==> config.mk <==
export PLATFORM = sky130hd
export DESIGN_NAME = sonar_scheduler
export DESIGN_NICKNAME = d
export VERILOG_FILES = /design/src/rtl/sonar_scheduler.sv
export SDC_FILE = /design/constraint.sdc
export NUM_CORES = 1
export LEC_CHECK = 0
export CAP_MARGIN = 10
export CORE_MARGIN = 2
export CORE_UTILIZATION = 53
export CTS_CLUSTER_DIAMETER = 30
export DETAILED_ROUTE_END_ITERATION = 7
export GPL_ROUTABILITY_DRIVEN = 0
export MAX_ROUTING_LAYER = met4
export PLACE_DENSITY = 0.76
export SKIP_CTS_REPAIR_TIMING = 1
export SYNTH_ARGS = -nofsm -noshare
export SYNTH_HDL_FRONTEND = slang
export SYNTH_SLANG_ARGS = --single-unit
export TNS_END_PERCENT = 30
==> constraint.sdc <==
create_clock -name clk -period 5.1 [get_ports clk]
set_clock_uncertainty 0.2 [all_clocks]
set_input_delay 1.02 -clock clk [delete_from_list [all_inputs] [get_ports clk]]
set_output_delay 1.02 -clock clk [all_outputs]
set_load 0.005 [all_outputs]
==> src/rtl/sonar_scheduler.sv <==
// rtl/sonar_scheduler.sv - round-robin ultrasonic ranger sequencer with per-sensor crash flags
module sonar_scheduler #(
    parameter int NUM_SENSORS  = 3,
    parameter int TRIG_CYCLES  = 1000,
    parameter int SLOT_CYCLES  = 6000000,
    parameter int CRASH_THRESH = 100000,
    parameter int CNT_W        = 32
) (
    input  logic                   clk,
    input  logic                   rst,
    input  logic                   enable,
    input  logic [NUM_SENSORS-1:0] echo,
    output logic [NUM_SENSORS-1:0] trigger,
    output logic [NUM_SENSORS-1:0] crash,
    output logic                   any_crash,
    output logic                   dist_valid,
    output logic [1:0]             dist_sel,
    output logic [CNT_W-1:0]       dist_out,
    output logic                   timeout
);

    typedef enum logic [2:0] {
        S_IDLE,
        S_TRIG,
        S_WAIT_RISE,
        S_MEASURE,
        S_HOLDOFF
    } state_t;

    localparam logic [CNT_W-1:0] SLOT_LAST   = CNT_W'(SLOT_CYCLES - 1);
    localparam logic [CNT_W-1:0] TRIG_LAST   = CNT_W'(TRIG_CYCLES - 1);
    localparam logic [CNT_W-1:0] THRESH      = CNT_W'(CRASH_THRESH);
    localparam logic [CNT_W-1:0] ONE         = CNT_W'(1);
    localparam logic [CNT_W-1:0] ALL_ONES    = '1;
    localparam logic [1:0]       LAST_SENSOR = 2'(NUM_SENSORS - 1);

    state_t                 state_q, state_d;
    logic [1:0]             cur_q, cur_d;
    logic [CNT_W-1:0]       slot_q, slot_d;
    logic [CNT_W-1:0]       echo_cnt_q, echo_cnt_d;
    logic [CNT_W-1:0]       width_q, width_d;
    logic [NUM_SENSORS-1:0] crash_q, crash_d;
    logic                   any_crash_q;
    logic                   dist_valid_q, dist_valid_d;
    logic [1:0]             dist_sel_q, dist_sel_d;
    logic [CNT_W-1:0]       dist_out_q, dist_out_d;
    logic                   timeout_q, timeout_d;

    logic [NUM_SENSORS-1:0] echo_s1_q, echo_s2_q, echo_prev_q;
    logic                   cur_echo, cur_prev, slot_end;

    // Two-flop synchronizer plus one history flop for edge detection on the synchronized echo
    always_ff @(posedge clk or posedge rst) begin
        if (rst) begin
            echo_s1_q   <= '0;
            echo_s2_q   <= '0;
            echo_prev_q <= '0;
        end else begin
            echo_s1_q   <= echo;
            echo_s2_q   <= echo_s1_q;
            echo_prev_q <= echo_s2_q;
        end
    end

    assign cur_echo = echo_s2_q[cur_q];
    assign cur_prev = echo_prev_q[cur_q];
    assign slot_end = (state_q != S_IDLE) && (slot_q == SLOT_LAST);

    // Next-state and result logic; slot end takes priority over every in-slot transition
    always_comb begin
        state_d      = state_q;
        cur_d        = cur_q;
        slot_d       = slot_q;
        echo_cnt_d   = echo_cnt_q;
        width_d      = width_q;
        crash_d      = crash_q;
        dist_valid_d = 1'b0;
        dist_sel_d   = dist_sel_q;
        dist_out_d   = dist_out_q;
        timeout_d    = timeout_q;

        if (state_q == S_IDLE) begin
            slot_d = '0;
            if (enable) begin
                state_d = S_TRIG;
            end
        end else if (slot_end) begin
            dist_valid_d = 1'b1;
            dist_sel_d   = cur_q;
            if (state_q == S_HOLDOFF) begin
                dist_out_d     = width_q;
                timeout_d      = 1'b0;
                crash_d[cur_q] = (width_q < THRESH);
            end else begin
                dist_out_d = ALL_ONES;
                timeout_d  = 1'b1;
            end
            cur_d   = (cur_q == LAST_SENSOR) ? 2'd0 : cur_q + 2'd1;
            slot_d  = '0;
            state_d = enable ? S_TRIG : S_IDLE;
        end else begin
            slot_d = slot_q + ONE;
            case (state_q)
                S_TRIG: begin
                    if (slot_q == TRIG_LAST) begin
                        state_d = S_WAIT_RISE;
                    end
                end
                S_WAIT_RISE: begin
                    // The edge cycle is itself the first high cycle of the echo
                    if (cur_echo && !cur_prev) begin
                        echo_cnt_d = ONE;
                        state_d    = S_MEASURE;
                    end
                end
                S_MEASURE: begin
                    if (cur_echo) begin
                        if (echo_cnt_q != ALL_ONES) begin
                            echo_cnt_d = echo_cnt_q + ONE;
                        end
                    end else begin
                        width_d = echo_cnt_q;
                        state_d = S_HOLDOFF;
                    end
                end
                default: begin
                end
            endcase
        end
    end

    // State and result registers
    always_ff @(posedge clk or posedge rst) begin
        if (rst) begin
            state_q      <= S_IDLE;
            cur_q        <= 2'd0;
            slot_q       <= '0;
            echo_cnt_q   <= '0;
            width_q      <= '0;
            crash_q      <= '0;
            any_crash_q  <= 1'b0;
            dist_valid_q <= 1'b0;
            dist_sel_q   <= 2'd0;
            dist_out_q   <= '0;
            timeout_q    <= 1'b0;
        end else begin
            state_q      <= state_d;
            cur_q        <= cur_d;
            slot_q       <= slot_d;
            echo_cnt_q   <= echo_cnt_d;
            width_q      <= width_d;
            crash_q      <= crash_d;
            any_crash_q  <= |crash_q;
            dist_valid_q <= dist_valid_d;
            dist_sel_q   <= dist_sel_d;
            dist_out_q   <= dist_out_d;
            timeout_q    <= timeout_d;
        end
    end

    // Trigger decodes straight from state so reset drops it without waiting for a clock
    always_comb begin
        trigger = '0;
        if (state_q == S_TRIG) begin
            trigger[cur_q] = 1'b1;
        end
    end

    assign crash      = crash_q;
    assign any_crash  = any_crash_q;
    assign dist_valid = dist_valid_q;
    assign dist_sel   = dist_sel_q;
    assign dist_out   = dist_out_q;
    assign timeout    = timeout_q;

endmodule

==> results.yml <==
clock_network:
  clock_path_buffers: 2
  cts.sinks: 150
  htree_levels: 4
  worst_skew_pair.late_latency_ps: 430
  ctsRootBufferMaster: "clkbuf_16"
  numCtsBuffers: 17
  clk_pin_slew_ps: 60
  cts_tree: "yes"
placed_design:
  dp_slack_ps: 1635
  numPortBuffers: 48
  hpwlAfterDp_um: 9438
  dpl.cell_count: 887
sta:
  clock.fmax_mhz: 287.2
  setup_viol: 0
  final_hold_viol_count: 0
  fin_setup_tns_ps: 0
  whs_ps: 155.9
  worstMarginPinSlew_ps: 1171
  slew_headroom_pct: 21.62
  fin_crit_ps: 3482
  fin_ws_ps: 1618
  fin_crit_sh_pct: 68.28
  slew_violations: 0
  rsz0062_at_grt: "false"
setup_path:
  critPathLaunchType: "register"
  cp_max_fo: 22
  worstPathArrival_ps: 3580
  end_kind: "register"
  cp.required_ps: 5200
  worst-setup-path-type: "register to register"
die:
  core_um2: 12720
  fp.dieW_um: 118.8
  rows: 41
  chipHeight_um: 118.8
  die_area_um2: 14100
  start_util_pct: 54.86
  ios: 49
global_routing:
  grt_pass1_vias: 5272
  antenna_found_initial: 0
  overflow: 0
  track_usage_pct: 23.05
  grt_pass1_wl_um: 25600
  grt_max_degree: 151
synth:
  synth_seq_area_share_pct: 53.78
  syn_area_um2: 6979
  synth_edf_count: 0
  postSynthCellCount: 694
  synth_seq_cells: 150
  ys_warn_count: 0
  synthesis.nets: 702
  synth.avg_cell_area_um2: 10.06
  ys.flop_type: "dfrtp_1"
  ys_async_sr_fraction_pct: 100.0
  ys_types: 52
route:
  drc: 0
  vias_per_cell: 5.782
  first_iter_violations: 453
  antenna_left: 0
  wl_per_cell_um: 15.76
  wl_um: 14500
  drt_pass1_iterations: 5
  dr_total_vias: 5319
cells_and_area:
  final_layout_size_suffix_gt1_share_pct: 10.83
  num-fill-cells: 1059
  area_delta_synth_final_pct: 17.30
  multi_input_area_um2: 3010
  antenna-diode-count: 0
  fin_cells: 920
  regArea_um2: 3754
  fin_nets: 743
power_and_ir_drop:
  ir_drop_mv: 0.1802
  power.static_leakage_nw: 3.651
  power_mw: 2.904
  power_density_nw_per_um2: 354.7
flow_run:
  max_cap_viol_count: 0
run_status:
  status: "complete, no violations"
hold_path:
  hp-class: "register to register"
## where the power goes
group          total (mW)  internal [mW]  leakage, nW  switching, mW
Combinational       0.316          0.127         1.32          0.190
Sequential           1.32           1.25         2.05         0.0714
Clock                1.27          0.781        0.286          0.489
## cells in the mapped netlist (2+ instances only)
library cell	number	share of area, %
buf_6	4	0.65
nor4_1	17	1.5
nand3_1	32	2.3
xnor2_1	19	2.4
a41oi_1	4	0.50
or2_2	3	0.27
mux2_4	29	6.2
or3_1	8	0.72
nor3_1	18	1.3
and2_1	3	0.27
nor4bb_1	3	0.43
a21oi_1	12	0.86
buf_2	6	0.43
buf_1	3	0.16
nand3b_1	2	0.22
o41ai_1	3	0.38
xor2_1	8	1.0
nand4_1	17	1.5
nand2_1	38	2.0
nor4_4	2	0.61
o31ai_1	21	2.3
a31oi_1	12	1.1
nor2b_1	2	0.18
clkbuf_1	19	1.0
mux2i_1	2	0.29
nor2_1	149	8.0
nand4b_1	2	0.25
ha_1	2	0.36
o21a_1	4	0.43
or4_1	2	0.22
o21ai_0	43	3.1
mux2_2	4	0.65
nand2b_1	5	0.45
inv_1	18	0.97
and3_1	12	1.1
dfrtp_1	150	54
## final cells by class
class / count / area share [%]
multi-input combinational: 494 / 36.77
timing repair buffer: 54 / 6.541
sequential: 150 / 45.85
tap: 172 / 2.629
clock inverter: 12 / 1.880
clock buffer: 20 / 5.456
inverter: 18 / 0.8712
## state kept, by name (all words and copies together), names as in the netlist
signal and cells:
crash 3, width_q 32, slot_q 32, timeout 1, echo_cnt_q 32, any_crash 1, echo_s1_q 3, state_q 3
dist_out 32, dist_valid 1, echo_s2_q 3, cur_q 2, echo_prev_q 3, dist_sel 2
## cell families (layout without fill, tap and decap cells)
logic type      after synthesis  after routing  share of synthesized area, %
simple gates                319            319                         22.02
flops                       150            150                         53.78
compound gates              111            111                         10.06
buf+inv                      50            104                         3.227
mux                          35             35                         7.171
xor+xnor                     27             27                         3.388
fa+ha+maj                     2              2                        0.3585
## cells in the final DEF, fill, tap and decap left out, drive strengths merged, types with 17 or more instances in the layout
cell type	synthesis	routed
nand4	17	17
nand3	32	32
nor2	149	149
o21ai	44	44
clkbuf	19	21
nor4	19	19
mux2	33	33
nand2	39	39
xnor2	19	19
clkdlybuf4s50	0	48
inv	18	17
dfrtp	150	150
nor3	18	18
o31ai	21	21
## worst max-delay path: stages, from the launching register on
cell and delay (ps):
dfrtp_1 410, nor4bb_1 350, nand4_1 310, nor4b_4 1070
nand3b_1 660, o21ai_0 240, o41ai_1 110
## stage by stage
| stage | instance area [µm²] | utilization (%) |
|---|---|---|
| 6_report | 8187 | 64.35 |
| 3_5_place_dp | 7581 | 59.59 |
| 3_3_place_gp | 7581 | 59.59 |
| 2_1_floorplan | 6983 | - |
| 4_1_cts | 8182 | 64.31 |
| 5_1_grt | 8187 | 64.35 |
## per-layer routing
| layer | track usage [%] | part of all wire (%) |
|---|---|---|
| met1 | 30.14 | 46 |
| met2 | 36.06 | 48 |
| met3 | 5.116 | 4.3 |
| met4 | 7.217 | 1.3 |
| met5 | - | 0 |
## final timing paths
kind,cells past startpoint,endpoint,slack [ps],start
worst max-delay path,6,echo_cnt_q[7]$_DFFE_PP0P_,1620,slot_q[13]$_DFF_PP0_
worst min-delay path,0,echo_s2_q[0]$_DFF_PP0_,160,echo_s1_q[0]$_DFF_PP0_
worst max register to register,6,echo_cnt_q[7]$_DFFE_PP0P_,1620,slot_q[13]$_DFF_PP0_
worst min register to register,0,echo_s2_q[0]$_DFF_PP0_,160,echo_s1_q[0]$_DFF_PP0_
max in group asynchronous,3,slot_q[16]$_DFF_PP0_,3150,rst
min in group asynchronous,3,dist_sel[1]$_DFFE_PP0P_,960,rst
No activity file was read; power rests on OpenSTA's default activity.
